--- src/rtl/axi_lite_pkg.sv ---
// axi_lite_pkg: response codes and FSM state types shared by the AXI4-Lite register file
package axi_lite_pkg;
  typedef enum logic [1:0] {OKAY = 2'b00, SLVERR = 2'b10} resp_t;
  typedef enum logic [1:0] {W_IDLE, W_HAVE_AW, W_HAVE_W, W_RESP} wr_state_t;
  typedef enum logic {R_IDLE, R_DATA} rd_state_t;
endpackage

--- src/rtl/axi_lite_addr_dec.sv ---
// axi_lite_addr_dec: byte address -> register index plus error flag (misaligned or past the last register)
//   i_addr  byte address
//   o_idx   word index addr[IDX_W+1:2]
//   o_err   1 when addr[1:0]!=0 or addr >= 4*NUM_REGS
module axi_lite_addr_dec #(
  parameter int ADDR_W   = 12,
  parameter int NUM_REGS = 16,
  localparam int IDX_W   = $clog2(NUM_REGS)
) (
  input  logic [ADDR_W-1:0] i_addr,
  output logic [IDX_W-1:0]  o_idx,
  output logic              o_err
);
  assign o_idx = i_addr[IDX_W+1:2];
  // NUM_REGS is a power of two, so any bit above the index field means out of range
  assign o_err = (i_addr[1:0] != 2'b00) || ((i_addr >> (IDX_W + 2)) != '0);
endmodule

--- src/rtl/axi_lite_slv_regfile.sv ---
// axi_lite_slv_regfile: AXI4-Lite slave terminating in a register file, reg 0 is a read-only ID
//   aclk/areset            clock, asynchronous active-high reset
//   aw*/w*/b*              write address, write data (byte strobes), write response
//   ar*/r*                 read address, read data/response
//   All outputs come from registers; one outstanding transaction per direction.
module axi_lite_slv_regfile
  import axi_lite_pkg::*;
#(
  parameter int                ADDR_W   = 12,
  parameter int                DATA_W   = 32,
  parameter int                NUM_REGS = 16,
  parameter logic [DATA_W-1:0] ID_VALUE = 32'hA5A5_0001,
  localparam int               IDX_W    = $clog2(NUM_REGS),
  localparam int               STRB_W   = DATA_W / 8
) (
  input  logic              aclk,
  input  logic              areset,
  input  logic [ADDR_W-1:0] awaddr,
  input  logic              awvalid,
  output logic              awready,
  input  logic [DATA_W-1:0] wdata,
  input  logic [STRB_W-1:0] wstrb,
  input  logic              wvalid,
  output logic              wready,
  output logic [1:0]        bresp,
  output logic              bvalid,
  input  logic              bready,
  input  logic [ADDR_W-1:0] araddr,
  input  logic              arvalid,
  output logic              arready,
  output logic [DATA_W-1:0] rdata,
  output logic [1:0]        rresp,
  output logic              rvalid,
  input  logic              rready
);
  wr_state_t         r_wst, w_wst_nxt;
  rd_state_t         r_rst, w_rst_nxt;
  logic [DATA_W-1:0] r_regs [NUM_REGS];
  logic [ADDR_W-1:0] r_awaddr;
  logic [DATA_W-1:0] r_wdata;
  logic [STRB_W-1:0] r_wstrb;
  resp_t             r_bresp, r_rresp;
  logic [DATA_W-1:0] r_rdata;
  logic [ADDR_W-1:0] w_waddr;
  logic [DATA_W-1:0] w_wdata;
  logic [STRB_W-1:0] w_wstrb;
  logic [IDX_W-1:0]  w_widx, w_ridx;
  logic              w_werr, w_rerr, w_commit;
  logic [DATA_W-1:0] w_rd_val;
  assign awready = (r_wst == W_IDLE) || (r_wst == W_HAVE_W);
  assign wready  = (r_wst == W_IDLE) || (r_wst == W_HAVE_AW);
  assign bvalid  = (r_wst == W_RESP);
  assign bresp   = r_bresp;
  assign arready = (r_rst == R_IDLE);
  assign rvalid  = (r_rst == R_DATA);
  assign rdata   = r_rdata;
  assign rresp   = r_rresp;
  // Whichever half arrived first was parked; the other half is taken straight from the bus
  assign w_waddr = (r_wst == W_HAVE_AW) ? r_awaddr : awaddr;
  assign w_wdata = (r_wst == W_HAVE_W) ? r_wdata : wdata;
  assign w_wstrb = (r_wst == W_HAVE_W) ? r_wstrb : wstrb;
  axi_lite_addr_dec #(.ADDR_W(ADDR_W), .NUM_REGS(NUM_REGS)) u_wdec (
    .i_addr (w_waddr),
    .o_idx  (w_widx),
    .o_err  (w_werr)
  );
  axi_lite_addr_dec #(.ADDR_W(ADDR_W), .NUM_REGS(NUM_REGS)) u_rdec (
    .i_addr (araddr),
    .o_idx  (w_ridx),
    .o_err  (w_rerr)
  );
  always_comb begin
    w_wst_nxt = r_wst;
    unique case (r_wst)
      W_IDLE:    w_wst_nxt = (awvalid && wvalid) ? W_RESP :
                             awvalid ? W_HAVE_AW : wvalid ? W_HAVE_W : W_IDLE;
      W_HAVE_AW: w_wst_nxt = wvalid ? W_RESP : W_HAVE_AW;
      W_HAVE_W:  w_wst_nxt = awvalid ? W_RESP : W_HAVE_W;
      W_RESP:    w_wst_nxt = bready ? W_IDLE : W_RESP;
      default:   w_wst_nxt = W_IDLE;
    endcase
  end
  // Both halves are present exactly on the cycle the FSM moves into RESP
  assign w_commit = (r_wst != W_RESP) && (w_wst_nxt == W_RESP);
  always_comb begin
    w_rst_nxt = r_rst;
    unique case (r_rst)
      R_IDLE:  w_rst_nxt = arvalid ? R_DATA : R_IDLE;
      R_DATA:  w_rst_nxt = rready ? R_IDLE : R_DATA;
      default: w_rst_nxt = R_IDLE;
    endcase
  end
  assign w_rd_val = (w_ridx == '0) ? ID_VALUE : r_regs[w_ridx];
  always_ff @(posedge aclk or posedge areset) begin
    if (areset) begin
      r_wst    <= W_IDLE;
      r_rst    <= R_IDLE;
      r_awaddr <= '0;
      r_wdata  <= '0;
      r_wstrb  <= '0;
      r_bresp  <= OKAY;
      r_rresp  <= OKAY;
      r_rdata  <= '0;
    end else begin
      r_wst <= w_wst_nxt;
      r_rst <= w_rst_nxt;
      if (awvalid && awready) r_awaddr <= awaddr;
      if (wvalid && wready) begin
        r_wdata <= wdata;
        r_wstrb <= wstrb;
      end
      if (w_commit) r_bresp <= w_werr ? SLVERR : OKAY;
      // Sampled before this edge's register update, so a colliding write is not visible yet
      if (arvalid && arready) begin
        r_rdata <= w_rerr ? '0 : w_rd_val;
        r_rresp <= w_rerr ? SLVERR : OKAY;
      end
    end
  end
  // Slot 0 stays zero; the ID constant is muxed in on reads
  always_ff @(posedge aclk or posedge areset) begin
    if (areset) begin
      for (int i = 0; i < NUM_REGS; i++) r_regs[i] <= '0;
    end else if (w_commit && !w_werr && (w_widx != '0)) begin
      for (int b = 0; b < STRB_W; b++)
        if (w_wstrb[b]) r_regs[w_widx][8*b +: 8] <= w_wdata[8*b +: 8];
    end
  end
endmodule

--- config.mk ---
export PLATFORM = sky130hd
export DESIGN_NAME = axi_lite_slv_regfile
export DESIGN_NICKNAME = d
export VERILOG_FILES = /design/src/rtl/axi_lite_pkg.sv /design/src/rtl/axi_lite_addr_dec.sv /design/src/rtl/axi_lite_slv_regfile.sv
export SDC_FILE = /design/constraint.sdc
export NUM_CORES = 1
export LEC_CHECK = 0
export ABC_CLOCK_PERIOD_IN_PS = 59300
export CAP_MARGIN = 20
export CORE_UTILIZATION = 49
export DETAILED_ROUTE_END_ITERATION = 12
export GPL_TIMING_DRIVEN = 0
export PLACE_DENSITY = 0.75
export SLEW_MARGIN = 20
export SYNTH_ARGS = -nofsm -noshare
export SYNTH_HDL_FRONTEND = slang
export SYNTH_SLANG_ARGS = --single-unit
--- constraint.sdc ---
create_clock -name aclk -period 59.3 [get_ports aclk]
set_input_delay 11.86 -clock aclk [delete_from_list [all_inputs] [get_ports aclk]]
set_output_delay 11.86 -clock aclk [all_outputs]
set_load 0.02 [all_outputs]
==> metrics <==
run status=finished, final reports clean; routed wire length per instance=25.7 µm; Crit-path slowest cell=clkbuf_1; leading cell types in the layout, fill and taps excluded=dfrtp_1, mux2_2, mux4_2; Final Critical Period=14.91 ns; # DRC=0; pre-CTS WS=43.73 ns; TritonCTS Buffers=60; die width=238 µm; Worst Path Required=59.85 ns; CP peak stage delay=0.84 ns; Synth area leaders=dfrtp_1, mux2_2, mux4_2, nor3_4, mux2_4; # hold bufs at CTS=0; register area share after synthesis=54.6%; Slew Viols, Final=0; GP Congestion=0.846; Crit path top cell by count=clkbuf_1; CTS tree=built; crit-path max FO=10; global-route usage over all layers=25.2%; insertion delay to the later sink of the worst-skew pair=0.63 ns; top-area cell type share of the netlist area=54.6%; pwr dens=31.3 nW/µm²; Synth cell types=46; GRT overflow=0; DIE HEIGHT=238 µm; Longest Clk Path Bufs=3; Filler Cells Inserted=4134; Post-synth EDFFs=0; Post-CTS Setup Repair Bufs=0; global-route wire length before repair=106000 µm; nets=1938; Slew Limit Headroom=25.0%; fin worst setup slack=44.39 ns; vias=15.8k; FFs w/ async S/R, synth=100%; final hold violations=0; H-tree depth=2; FMAX=67.1 MHz; final worst path period share=25.1%; initial DRC count=1214; ys flop type=dfrtp_1; vias in the first global route=17.1k; Mapped Cells=1699; Multi-input gate area=11700 µm²; critical-path cell list=clkbuf_1 > buf_1 > buf_2 > nor3_1 > a21oi_1 > clkbuf_1 > a22o_1; ANT nets after route=0; Rows=86; Hold/Removal Path Class=flop to flop; largest net degree at the start of global routing=112; Placed Cells=2556; CP Class=input pin to flop; number of vias per cell=5.93; Setup Skew=0.0277 ns; Sink Count=594; diode count=0; Post-DP HPWL=45500 µm; port buffer count=101; max-cap check violation count=0; iteration count of the initial detailed-routing pass=5; Synth Area per Inst=16.0 µm²; Reg clk slew, reported paths=0.06 ns; core area=55000 µm²; P_leak=14.8 nW; crit end category=flop; area delta synth->final=15.5%; CP Launch Type=input pin; Tightest Pin Transition=1.12 ns; Initial Utilization=49.5%; Yosys Warn Count=0; crit path DAT=15.46 ns; commonest non-fill, non-tap cell in the layout=dfrtp_1; synthesized area=27200 µm²; Post-Route WL=68400 µm; VDD IR max=0.0241 mV; antenna violations before repair=0; Fin Setup TNS=0 ns; Die ar.=56500 µm²; share of cells above drive strength 1=44.8%; # setup viols final=0; RSZ-0062 raised after global routing=false; storage element area=14900 µm²; leading area contributor after synthesis=dfrtp_1; post-CTS sizing=0; non-filler cells, final=2663; CTS Root Cell=clkbuf_16; I/O pin count=108; number of synthesized register bits=594
-- report_power, final --
part           internal [W]  switching [W]  total (W)  leakage (nW)
Clock              0.000237       0.000157   0.000394          1.02
Combinational     0.0000519       0.000100   0.000152          5.63
Sequential         0.000426      0.0000113   0.000438          8.17
Total              0.000715       0.000269   0.000984          14.8
-- cells in the mapped netlist (12+ instances only) --
cell type / instances
a22o_1: 23
a22oi_1: 46
clkbuf_1: 102
dfrtp_1: 594
mux2_1: 18
mux2_2: 506
mux2_4: 32
mux2i_1: 18
mux4_2: 125
nand2_1: 48
nor3_4: 60
o31ai_1: 12
-- metal layers --
layer | GRT usage [%] | wire, µm | up-vias | part of all wire, %
met2 | 40.1 | 32500 | 509 | 47
li1 | - | - | 6710 | -
met4 | 9.17 | 2260 | 0 | 3.3
met5 | 0 | 0 | - | 0
met3 | 4.17 | 4170 | 127 | 6.1
met1 | 35.0 | 29500 | 8441 | 43
-- worst paths after layout --
check,cells after the start,slack [ns],start,to
worst max-delay path,7,44.39,araddr[2],rdata[14]$_DFFE_PP0P_
worst min-delay path,1,0.45,r_regs[496]$_DFFE_PP0P_,r_regs[496]$_DFFE_PP0P_
worst max register to register,6,56.00,r_wst[0]$_DFF_PP0_,r_regs[244]$_DFFE_PP0P_
worst min register to register,1,0.45,r_regs[496]$_DFFE_PP0P_,r_regs[496]$_DFFE_PP0P_
max in group asynchronous,6,45.59,areset,r_regs[12]$_DFFE_PP0P_
min in group asynchronous,2,11.63,areset,r_wdata[26]$_DFFE_PP0P_
-- state kept, by name, summed over array words and instances (netlist names) --
signal,cells
rresp,1
rvalid,1
bresp,1
r_regs,509
r_wst,2
r_wstrb,4
r_wdata,32
rdata,32
r_awaddr,12
-- critical path: cells and delay by family --
| family | cells | cell delay (ns) |
|---|---|---|
| buf+inv | 4 | 2.53 |
| compound gates | 2 | 0.85 |
| simple gates | 1 | 0.20 |
-- final cells by class --
cell class	count	area share [%]
buffer	134	1.94
inverter	10	0.143
clock buffer	92	5.84
clock inverter	14	0.737
timing repair buffer	109	3.81
sequential	594	47.3
tap	748	2.98
multi-input combinational	962	37.2
-- per-stage QoR --
| stage | util [%] | area, µm² | total power (W) | hold WS (ns) |
|---|---|---|---|---|
| 3_3_place_gp | 53.0 | 29200 | 0.000588 | 0.437 |
| 4_1_cts | 57.1 | 31400 | 0.000990 | 0.457 |
| 5_1_grt | 57.1 | 31400 | 0.00102 | 0.473 |
| 3_5_place_dp | 53.4 | 29300 | 0.000596 | 0.444 |
| 2_1_floorplan | - | 27200 | 0.000545 | 0.425 |
| 6_report | 57.1 | 31400 | 0.000984 | 0.455 |
-- cell families after synthesis --
family,count (synthesis),share of synthesized area (%)
and+or+nand+nor,145,5.18
other,1,0.0138
AOI/OAI and AO/OA,112,3.15
DFF,594,54.6
buffers and inverters,144,2.37
muxes,703,34.7
Note: power is estimated with default switching activity, not from simulation.
